===== src/rtl/cs_sched_if.sv =====
// cs_sched_if: sample inputs and tagged result outputs of the two-channel CS scheduler
interface cs_sched_if #(
    parameter int DATA_W = 8
);
    logic [DATA_W-1:0] x0;
    logic              x0_valid;
    logic              x0_ready;
    logic [DATA_W-1:0] x1;
    logic              x1_valid;
    logic              x1_ready;
    logic [DATA_W+1:0] y;
    logic              y_valid;
    logic              y_ch;
    modport master (
        output x0, x0_valid, x1, x1_valid,
        input  x0_ready, x1_ready, y, y_valid, y_ch
    );
    modport slave (
        input  x0, x0_valid, x1, x1_valid,
        output x0_ready, x1_ready, y, y_valid, y_ch
    );
endinterface


===== src/rtl/cs_sched.sv =====
// cs_sched: round-robin time-sharing of one serial comparator/selector engine between two sample streams
module cs_sched #(
    parameter int DATA_W = 8
) (
    input logic       clk,
    input logic       reset,
    cs_sched_if.slave bus
);
    localparam logic [1:0] IDLE   = 2'd0;
    localparam logic [1:0] SUM    = 2'd1;
    localparam logic [1:0] SEARCH = 2'd2;
    localparam logic [1:0] DONE   = 2'd3;

    logic [1:0]        state;
    logic [DATA_W-1:0] win [2][9];
    logic [3:0]        wp  [2];
    logic [3:0]        cnt [2];
    logic              rr;
    logic              job_ch;
    logic [3:0]        idx;
    logic [11:0]       sum;
    logic [DATA_W-1:0] best;
    logic              gnt0;
    logic              gnt1;
    logic              acc;
    logic              gch;
    logic [DATA_W-1:0] din;
    logic [3:0]        cnt_nx;
    logic [3:0]        wp_nx;
    logic [DATA_W-1:0] cur;
    logic [DATA_W-1:0] avg;
    logic [DATA_W-1:0] best_nx;
    logic [12:0]       y_full;

    // grant, window-update and engine datapath; ready is held off during reset so no sample is lost
    always_comb begin
        gnt0    = !reset && state == IDLE && bus.x0_valid && (!bus.x1_valid || !rr);
        gnt1    = !reset && state == IDLE && bus.x1_valid && (!bus.x0_valid || rr);
        acc     = gnt0 || gnt1;
        gch     = gnt1;
        din     = gnt1 ? bus.x1 : bus.x0;
        cnt_nx  = cnt[gch] == 4'd9 ? 4'd9 : cnt[gch] + 4'd1;
        wp_nx   = wp[gch] == 4'd8 ? 4'd0 : wp[gch] + 4'd1;
        cur     = win[job_ch][idx];
        avg     = DATA_W'(sum / 12'd9);
        best_nx = (cur <= avg && cur > best) ? cur : best;
        y_full  = (13'(sum) + 13'(best_nx) * 13'd9) >> 3;
    end

    assign bus.x0_ready = gnt0;
    assign bus.x1_ready = gnt1;

    // accept samples in IDLE, then accumulate, search and publish one result per job
    always_ff @(posedge clk) begin
        if (reset) begin
            for (int c = 0; c < 2; c++) begin
                wp[c]  <= '0;
                cnt[c] <= '0;
                for (int i = 0; i < 9; i++) win[c][i] <= '0;
            end
            rr          <= 1'b0;
            job_ch      <= 1'b0;
            state       <= IDLE;
            idx         <= '0;
            sum         <= '0;
            best        <= '0;
            bus.y       <= '0;
            bus.y_valid <= 1'b0;
            bus.y_ch    <= 1'b0;
        end else begin
            bus.y_valid <= 1'b0;
            case (state)
                IDLE: if (acc) begin
                    win[gch][wp[gch]] <= din;
                    wp[gch]           <= wp_nx;
                    cnt[gch]          <= cnt_nx;
                    rr                <= !gch;
                    if (cnt_nx == 4'd9) begin
                        job_ch <= gch;
                        state  <= SUM;
                        idx    <= '0;
                        sum    <= '0;
                    end
                end
                SUM: begin
                    sum <= sum + 12'(cur);
                    idx <= idx == 4'd8 ? 4'd0 : idx + 4'd1;
                    if (idx == 4'd8) begin
                        state <= SEARCH;
                        best  <= '0;
                    end
                end
                SEARCH: begin
                    best <= best_nx;
                    idx  <= idx == 4'd8 ? 4'd0 : idx + 4'd1;
                    if (idx == 4'd8) begin
                        state       <= DONE;
                        bus.y       <= (DATA_W+2)'(y_full);
                        bus.y_ch    <= job_ch;
                        bus.y_valid <= 1'b1;
                    end
                end
                default: state <= IDLE;
            endcase
        end
    end
endmodule


===== src/flat_wrapper.sv =====
// flat-port wrapper written by rule: the top's interface ports become plain ports
module cs_sched_flat 
#(
    parameter int DATA_W = 8
)
  (clk, reset, bus_x0, bus_x0_valid, bus_x1, bus_x1_valid, bus_x0_ready, bus_x1_ready, bus_y, bus_y_valid, bus_y_ch);
  cs_sched_if #(.DATA_W(DATA_W)) bus_i ();
  input logic clk;
  input logic reset;
  input wire logic [$bits(bus_i.x0)-1:0] bus_x0;
  input wire logic [$bits(bus_i.x0_valid)-1:0] bus_x0_valid;
  input wire logic [$bits(bus_i.x1)-1:0] bus_x1;
  input wire logic [$bits(bus_i.x1_valid)-1:0] bus_x1_valid;
  output wire logic [$bits(bus_i.x0_ready)-1:0] bus_x0_ready;
  output wire logic [$bits(bus_i.x1_ready)-1:0] bus_x1_ready;
  output wire logic [$bits(bus_i.y)-1:0] bus_y;
  output wire logic [$bits(bus_i.y_valid)-1:0] bus_y_valid;
  output wire logic [$bits(bus_i.y_ch)-1:0] bus_y_ch;
  assign bus_i.x0 = bus_x0;
  assign bus_i.x0_valid = bus_x0_valid;
  assign bus_i.x1 = bus_x1;
  assign bus_i.x1_valid = bus_x1_valid;
  assign bus_x0_ready = bus_i.x0_ready;
  assign bus_x1_ready = bus_i.x1_ready;
  assign bus_y = bus_i.y;
  assign bus_y_valid = bus_i.y_valid;
  assign bus_y_ch = bus_i.y_ch;
  cs_sched #(.DATA_W(DATA_W)) u_core (.clk(clk), .reset(reset), .bus(bus_i));
endmodule

===== config.mk =====
export PLATFORM = sky130hd
export DESIGN_NAME = cs_sched_flat
export DESIGN_NICKNAME = d
export VERILOG_FILES = /design/src/rtl/cs_sched_if.sv /design/src/rtl/cs_sched.sv /design/src/flat_wrapper.sv
export SDC_FILE = /design/constraint.sdc
export NUM_CORES = 1
export LEC_CHECK = 0
export CAP_MARGIN = 30
export CORE_UTILIZATION = 35
export CTS_CLUSTER_SIZE = 14
export DETAILED_ROUTE_END_ITERATION = 8
export GPL_TIMING_DRIVEN = 0
export RECOVER_POWER = 100
export SETUP_SLACK_MARGIN = 0.15
export SYNTH_ARGS = -nofsm -noshare
export SYNTH_HDL_FRONTEND = slang
export SYNTH_SLANG_ARGS = --single-unit

===== constraint.sdc =====
create_clock -name clk -period 10.8 [get_ports clk]
set_input_delay 2.7 -clock clk [delete_from_list [all_inputs] [get_ports clk]]
set_output_delay 2.7 -clock clk [all_outputs]
set_load 0.01 [all_outputs]

==> results.yml, run 1 <==
status:
  status: "complete, no violations"
cts:
  worstSkewPairLatency_ps: 520
  root_buffer: "clkbuf_16"
  cts_tree: "built"
  clkTransAtPathRegs_ps: 60
  cts.repair.resized: 0
  cts_setup_buffers: 0
  cts_hold_buf: 0
  clock-sinks: 201
  cts_inserted_buffers: 23
  clockBufferDepth: 3
  cts_max_level: 1
critical_path:
  critPathMaxStageDelay_ps: 500
  critPathMostFrequentCell: "ha_1"
  cp.arrival_ps: 9290
  slowest_stage: "dfxtp_1"
  criticalPathCategory: "reg2reg"
  path_max_fanout: 10
  startpoint: "u_core.sum[10]"
  required_ps: 11200
  cp-end-kind: "register"
  startpoint_type: "register"
  r2r-start: "u_core.sum[10]"
power:
  power.total_w: 0.00220
  swShare_pct: 27.0
  max-vdd-ir-drop_mv: 0.116
  intPower_w: 0.00161
  leakagePower_nw: 4.85
  powerDensity_nw_per_um2: 169
  clkPwrFrac_pct: 39.2
  p_switching_w: 0.000595
  combinationalPowerShare_pct: 16.5
  p_seq_share_pct: 44.3
finish:
  fin_area_um2: 13100
  final_util_pct: 41.2
  drive_gt1_share_pct: 10.2
  syn_to_final_growth_pct: 14.9
  finalNetCount: 1174
  antennaDiodeCount: 0
  stdcell_count: 1511
timing:
  max_slew_margin_pct: 28.5
  rsz0062_at_grt: "no"
  fin_skew_ps: 8.56
  hold_viol: 0
  tns_ps: 0
  worst_pin_slew_ps: 1040
  fmax_ghz: 0.112
  setup-violations-final: 0
  min_period_over_period_pct: 82.3
  fin_crit_ps: 8890
  drv_slew: 0
floorplanning:
  io_pins: 34
  die-area_um2: 33200
  rows: 65
  die_width_um: 182
  die_h_um: 182
  core_um2: 31700
  initial_utilization_pct: 35.8
logic_synthesis:
  synth_edf_count: 160
  synthesis.nets: 1112
  async_reset_ff_share_pct: 0
  avgSynthCellArea_um2: 11.0
  synth_warnings: 0
  synth_seq_area_share_pct: 49.5
  ys.flop_type: "edfxtp_1"
  netlist_instances: 1031
  netlist_area_um2: 11400
  ys_ff_latch: 201
  yosysUniqueCellTypes: 78
detailed_routing:
  antenna_left: 0
  viasPerCell: 5.46
  totalWireLength_um: 28300
  drcViolationCount: 0
  wl_per_cell_um: 18.7
  dr.pass1.iters: 5
  drt-initial-drc-count: 541
  dr_total_vias: 8257
grt:
  grt_max_degree: 14
  grt_pass1_vias: 8280
  grt_overflow: 0
  grt_pass1_wl_um: 45300
  antenna_found_initial: 0
  grt_usage_pct: 17.3
flow_run:
  drv_cap: 0
worst_hold_path:
  hold_path.class: "reg2reg"
  min_from: "u_core.job_ch"
placement:
  dp_hpwl_um: 21100
  numPortBuffers: 32
  dp.cells: 1469
  placed_cell_area_um2: 12200
  place_congestion: 0.872
flip-flops by register name, indices dropped and copies added, names as in the netlist, named ones only:
signal,count
u_core.best,8
u_core.idx,4
u_core.bus.y,10
u_core.sum,12
u_core.bus.y_ch,1
u_core.state,2
u_core.bus.y_valid,1
u_core.win,144
u_core.cnt,8
u_core.job_ch,1
u_core.wp,8
u_core.rr,1
area by class of cell:
cell class / instances / area, µm²
Fill cell: 3056 / 18700
Tap cell: 402 / 503
Inverter: 50 / 188
Clock buffer: 26 / 587
Buffer: 52 / 228
Timing Repair Buffer: 37 / 354
Multi-Input combinational cell: 728 / 5320
Sequential cell: 201 / 5630
Clock inverter: 15 / 250
kinds of logic (layout without fill, tap and decap cells):
family | count (synthesis) | after routing | share of synthesized area [%]
flip-flops | 201 | 201 | 49.5
XOR/XNOR | 19 | 19 | 1.47
AND/OR/NAND/NOR | 359 | 359 | 15.3
multiplexers | 74 | 74 | 10.5
buffers and inverters | 102 | 180 | 3.66
adder cells (fa/ha/maj) | 62 | 62 | 7.22
AO/OA/AOI/OAI | 214 | 214 | 12.4
layout by cell type (no fill, tap or decap), drive strengths merged, types with 7 or more instances in the layout:
cell type,instances
a21o,12
a21oi,71
a22oi,15
and2,14
and3,9
buf,23
clkbuf,60
clkdlybuf4s50,17
clkinv,8
dfxtp,41
dlygate4sd3,15
edfxtp,160
ha,55
inv,50
mux2,7
mux2i,33
mux4,34
nand2,57
nand2b,25
nand3,28
nand3b,9
nor2,155
nor2b,13
nor3,16
o211ai,7
o21a,10
o21ai,44
xnor2,13
through the flow:
step                      worst slack (ps)  hold slack [ps]
after floorplan                       3310              432
after global placement                1990              446
after detailed placement              1940              452
after CTS                             1890              464
after global routing                  1010              485
final                                 1910              455
cell usage after synthesis, types with 3 or more instances:
library cell	number	area, µm²
a2111oi_0	4	35.0
xnor2_1	13	114
xor2_1	6	52.6
mux4_2	34	766
nor3_1	15	75.1
nand2_1	57	214
mux2i_1	32	320
mux2_2	7	78.8
edfxtp_1	160	4800
and3_1	8	50.1
o211ai_1	7	52.6
nand3b_1	9	67.6
buf_1	6	22.5
nor2_1	155	582
a21o_1	12	90.1
a221oi_1	3	26.3
a211o_1	4	35.0
nand2b_1	24	150
a211oi_1	4	30.0
nor4_1	5	31.3
nor2b_1	12	75.1
o21ai_0	40	200
fa_1	6	120
inv_1	48	180
o21a_1	9	67.6
nand4_1	6	37.5
o32ai_1	3	26.3
or3_1	5	31.3
and4_1	3	26.3
a311oi_1	4	35.0
ha_1	55	688
dfxtp_1	41	821
o21ai_1	4	20.0
and2_1	14	87.6
clkbuf_1	29	109
a22oi_1	15	113
o2bb2ai_1	6	52.6
a21oi_1	70	350
buf_2	13	65.1
nand3_1	28	140
worst max-delay path: cells and delay by family (launching register included):
kind / cells / cell delay (ps)
flip-flops: 1 / 500
adder cells (fa/ha/maj): 5 / 1540
multiplexers: 1 / 470
AO/OA/AOI/OAI: 16 / 3700
AND/OR/NAND/NOR: 11 / 1890
buffers and inverters: 2 / 670
metal layers:
metal	share of wire [%]	wire length (µm)	up-vias	GRT usage, %
met1	46	12900	4079	22.9
met3	3.7	1040	42	2.27
met4	1.9	527	0	4.30
met5	0	0	-	0
met2	49	13800	174	29.7
li1	-	-	3962	-
power groups by stage:
| stage | Sequential, W | Combinational (W) | Clock, W |
|---|---|---|---|
| global placement | 0.000988 | 0.000357 | 0 |
| floorplan | 0.000978 | 0.000253 | 0 |
| finish | 0.000975 | 0.000364 | 0.000864 |
| CTS | 0.000976 | 0.000368 | 0.000875 |
| global route | 0.000983 | 0.000410 | 0.000897 |
| detailed placement | 0.000991 | 0.000365 | 0 |
final timing paths:
kind / to / slack (ps) / cells after the start
max reg2reg: u_core.bus.y[8] / 1910 / 35
min reg2reg: u_core.bus.y_ch / 450 / 2
max: u_core.bus.y[8] / 1910 / 35
min: u_core.bus.y_ch / 450 / 2
Power figures use the tool's default switching activity.
==> run 2, diff against run 1 <==
==> constraint.sdc (replaced) <==
create_clock -name clk -period 8.6 [get_ports clk]
set_input_delay 2.15 -clock clk [delete_from_list [all_inputs] [get_ports clk]]
set_output_delay 2.15 -clock clk [all_outputs]
set_load 0.01 [all_outputs]
==> run 2 against run 1 <==
Against the previous run:
- sequential cell count unchanged
- via count up 0.15%
- sequential share of layout area decreased by 0.47 points
- sequential power grew 25%
- core utilization is 0.47 points higher
- clock-buffer cell count unchanged
- first-iteration DRC count is 11% higher
- die area unchanged
- non-clock buffer count increased by 5
- clock skew up 3.1 ps
- power is 26% higher
- critical path type unchanged
- highest routed layer unchanged
==> results.yml, run 2 (same netlist as run 1, synthesis figures left out) <==
grt:
  antenna_found_initial: 0
  grt_overflow: 0
  grt_pass1_wl_um: 45400
  grt_max_degree: 14
  grt_pass1_vias: 8277
  grt_usage_pct: 17.3
cts:
  clock-sinks: 201
  worstSkewPairLatency_ps: 520
  clockBufferDepth: 3
  cts_max_level: 1
  cts_hold_buf: 0
  root_buffer: "clkbuf_16"
  cts_inserted_buffers: 23
  cts_tree: "built"
  clkTransAtPathRegs_ps: 60
finish:
  antennaDiodeCount: 0
  regMostFlops: "u_core.win"
  reg_top3: "u_core.win (144), u_core.sum (12), u_core.bus.y (10)"
  finalNetCount: 1179
  drive_gt1_share_pct: 12.3
  syn_to_final_growth_pct: 16.2
  largest_register_ffs: 144
  final_util_pct: 41.6
  layout_common_cells: "edfxtp_1, nor2_1, a21oi_1"
  final_common_cell: "edfxtp_1"
floorplanning:
  initial_utilization_pct: 35.8
  rows: 65
  die_width_um: 182
  core_um2: 31700
  io_pins: 34
  die-area_um2: 33200
  die_h_um: 182
detailed_routing:
  viasPerCell: 5.45
  dr_total_vias: 8269
  drcViolationCount: 0
  totalWireLength_um: 28300
  wl_per_cell_um: 18.7
  dr.pass1.iters: 5
  drt-initial-drc-count: 603
  antenna_left: 0
critical_path:
  cp-end-kind: "register"
  slowest_stage: "a221oi_1"
  path_max_fanout: 10
  startpoint_type: "register"
  cp.arrival_ps: 8310
  criticalPathCategory: "reg2reg"
  required_ps: 9000
  critPathMaxStageDelay_ps: 530
  critPathMostFrequentCell: "ha_1"
timing:
  fin_skew_ps: 11.7
  max_slew_margin_pct: 28.7
  min_period_over_period_pct: 91.9
  fin_crit_ps: 7910
  fmax_ghz: 0.126
  drv_slew: 0
  tns_ps: 0
  setup-violations-final: 0
  hold_viol: 0
  rsz0062_at_grt: "no"
  worst_pin_slew_ps: 1040
power:
  swShare_pct: 27.0
  p_seq_share_pct: 44.1
  power.total_w: 0.00278
  clkPwrFrac_pct: 39.0
  powerDensity_nw_per_um2: 211
  leakagePower_nw: 4.91
  combinationalPowerShare_pct: 17.0
  p_switching_w: 0.000751
  max-vdd-ir-drop_mv: 0.146
  intPower_w: 0.00203
placement:
  dp_hpwl_um: 21100
  numPortBuffers: 32
  place_congestion: 0.872
status:
  status: "complete, no violations"
worst_hold_path:
  hold_path.class: "reg2reg"
flow_run:
  drv_cap: 0
## run 2: power by group through the flow
stage          clock, W  sequential [W]  combinational (W)
6_report        0.00108         0.00122           0.000471
4_1_cts         0.00110         0.00123           0.000464
3_3_place_gp          0         0.00124           0.000449
3_5_place_dp          0         0.00124           0.000459
2_1_floorplan         0         0.00123           0.000318
5_1_grt         0.00113         0.00123           0.000530
## run 2: final timing paths
check	start	to	slack, ps	cells after the start
worst min-delay path	u_core.job_ch	u_core.bus.y_ch	450	2
worst min register to register	u_core.job_ch	u_core.bus.y_ch	450	2
worst max register to register	u_core.sum[7]	u_core.bus.y[8]	690	36
worst max-delay path	u_core.sum[7]	u_core.bus.y[8]	690	36
## run 2: per-stage QoR
step | setup WS [ps] | std cells | cell area [µm²] | hold WS (ps)
after CTS | 179 | 1510 | 13100 | 464
final | 695 | 1516 | 13200 | 455
after floorplan | 1110 | 1031 | 11400 | 432
after global routing | 106 | 1516 | 13200 | 485
after global placement | -207 | 1465 | 12200 | 446
after detailed placement | -260 | 1469 | 12200 | 452
## run 2: final cells by class
cell class | instances | area, µm²
fill | 3037 | 18500
sequential | 201 | 5630
multi-input combinational | 728 | 5410
clock buffer | 26 | 587
tap | 402 | 503
timing repair buffer | 42 | 392
clock inverter | 15 | 250
buffer | 52 | 241
inverter | 50 | 188
## run 2: what timing repair did
item                                    4_1_cts  5_1_grt
pin swaps                                     0        2
setup buffers                                 0        5
gates cloned                                  0        0
gates resized for setup                       8       27
endpoints found under the hold margin         0        0
endpoints found under the setup margin        6        9
## run 2: per-layer routing
layer  part of all wire, %  vias up  track usage (%)
met5                     0        -                0
met2                    49      173             29.8
met3                   3.4       38             2.27
met4                   1.8        0             4.30
li1                      -     3974                -
met1                    45     4084             23.0
## run 2: worst max-delay path, delay by kind of cell, from the launching register on
family                     cells  cell delay [ps]
adders and majority gates      5             1450
AOI/OAI and AO/OA             16             3430
buffers and inverters          2              400
DFF                            1              330
and+or+nand+nor               13             2200
==> run 3, diff against run 2 <==
--- a/config.mk
+++ b/config.mk
@@ -6,6 +6,7 @@
 export NUM_CORES = 1
 export LEC_CHECK = 0
 export CAP_MARGIN = 30
+export CORE_MARGIN = 2
 export CORE_UTILIZATION = 35
 export CTS_CLUSTER_SIZE = 14
 export DETAILED_ROUTE_END_ITERATION = 8
==> run 3 against run 2 <==
Against the previous run:
- sequential power is essentially flat
- via count shrank 0.21%
- maximum frequency shrank 1.5%
- sequential cell count is the same
- largest power group unchanged
- highest routed layer unchanged
==> results.yml, run 3 (same netlist as run 1, synthesis figures left out) <==
cts:
  root_buffer: "clkbuf_16"
  worstSkewPairLatency_ps: 510
  clkTransAtPathRegs_ps: 60
  clockBufferDepth: 3
  cts_inserted_buffers: 23
  cts_tree: "built"
  cts_hold_buf: 0
  cts_max_level: 1
  clock-sinks: 201
timing:
  fin_skew_ps: 11.8
  hold_viol: 0
  setup-violations-final: 0
  max_slew_margin_pct: 32.8
  tns_ps: 0
  drv_slew: 0
  rsz0062_at_grt: "no"
  fmax_ghz: 0.125
  worst_slack_ps: 576
  worst_pin_slew_ps: 980
  fin_crit_ps: 8020
  min_period_over_period_pct: 93.3
finish:
  fin_area_um2: 13100
  drive_gt1_share_pct: 11.8
  antennaDiodeCount: 0
  layout_common_cells: "edfxtp_1, nor2_1, a21oi_1"
  reg_top3: "u_core.win (144), u_core.sum (12), u_core.bus.y (10)"
  syn_to_final_growth_pct: 15.3
  fillers: 3050
  final_common_cell: "edfxtp_1"
  finalNetCount: 1173
  largest_register_ffs: 144
  regMostFlops: "u_core.win"
  final_util_pct: 41.3
detailed_routing:
  antenna_left: 0
  dr.pass1.iters: 5
  wl_per_cell_um: 18.4
  drcViolationCount: 0
  dr_total_vias: 8252
  totalWireLength_um: 27800
  viasPerCell: 5.46
  drt-initial-drc-count: 573
grt:
  grt_usage_pct: 16.9
  grt_max_degree: 13
  grt_pass1_vias: 8310
  antenna_found_initial: 0
  grt_overflow: 0
  grt_pass1_wl_um: 45200
critical_path:
  path_max_fanout: 10
  slowest_stage: "fa_1"
  cp-end-kind: "register"
  critPathMaxStageDelay_ps: 460
  startpoint_type: "register"
  criticalPathCategory: "reg2reg"
  cp.arrival_ps: 8420
  required_ps: 9000
  critPathMostFrequentCell: "ha_1"
floorplanning:
  die_width_um: 184
  die_h_um: 184
  core_um2: 31700
  rows: 65
  io_pins: 34
  die-area_um2: 33900
  initial_utilization_pct: 35.8
power:
  power.total_w: 0.00266
  max-vdd-ir-drop_mv: 0.184
  leakagePower_nw: 4.84
  powerDensity_nw_per_um2: 203
flow_run:
  drv_cap: 0
status:
  status: "complete, no violations"
placement:
  numPortBuffers: 32
  place_congestion: 0.867
  place_ws_ps: -289
  dp_hpwl_um: 21100
  placed_cell_area_um2: 12200
worst_hold_path:
  hold_path.class: "reg2reg"
run 3: cell count changes in the layout (fill, tap and decap cells not counted), sizes merged:
| cell | change |
|---|---|
| clkinvlp | -1 |
| buf | -6 |
| clkinv | -1 |
| bufinv | -3 |
| clkbuf | +4 |
| inv | +1 |
run 3: cell type report:
class / instances / area [µm²] / area share, %
Tap cell: 402 / 503 / 3.84
Clock inverter: 11 / 131 / 1.00
Clock buffer: 30 / 602 / 4.60
Sequential cell: 201 / 5630 / 43.0
Timing Repair Buffer: 36 / 350 / 2.68
Multi-Input combinational cell: 728 / 5460 / 41.7
Buffer: 52 / 240 / 1.83
Inverter: 50 / 188 / 1.43
run 3: path summary, 6_finish.rpt:
path                                      start         endpoint  slack, ps  depth (start not counted)
worst max-delay path              u_core.sum[7]  u_core.bus.y[6]        580                         37
worst min register to register  u_core.bus.y[4]  u_core.bus.y[4]        460                          2
worst min-delay path            u_core.bus.y[4]  u_core.bus.y[4]        460                          2
worst max register to register    u_core.sum[7]  u_core.bus.y[6]        580                         37
run 3: power by group:
group | switching [W] | internal, W
Combinational | 0.000309 | 0.000157
Sequential | 0.0000353 | 0.00119
Clock | 0.000382 | 0.000583
run 3: metrics by stage:
stage                     hold slack, ps  cells
after floorplan                      432   1031
after global placement               446   1465
after detailed placement             456   1466
after CTS                            465   1507
after global routing                 477   1510
final                                456   1510
run 3: layer usage:
metal / GRT usage [%] / vias up / wire length [µm]
met5: 0 / - / 0
met1: 22.7 / 4077 / 12400
li1: - / 3953 / -
met3: 1.98 / 30 / 1200
met2: 29.5 / 192 / 13900
met4: 3.39 / 0 / 346
run 3: worst max-delay path, delay by kind of cell, from the launching register on:
kind	cells	cell delay, ps
compound gates	14	2890
fa+ha+maj	6	1840
buf+inv	4	690
flops	1	340
simple gates	13	2180
run 3: what timing repair did:
item                                    4_1_cts  5_1_grt
hold endpoints to repair                      0        0
gates cloned                                  0        0
pin swaps                                     0        3
resized for setup                             9       37
endpoints found under the setup margin        6        9
setup buffers                                 0        2
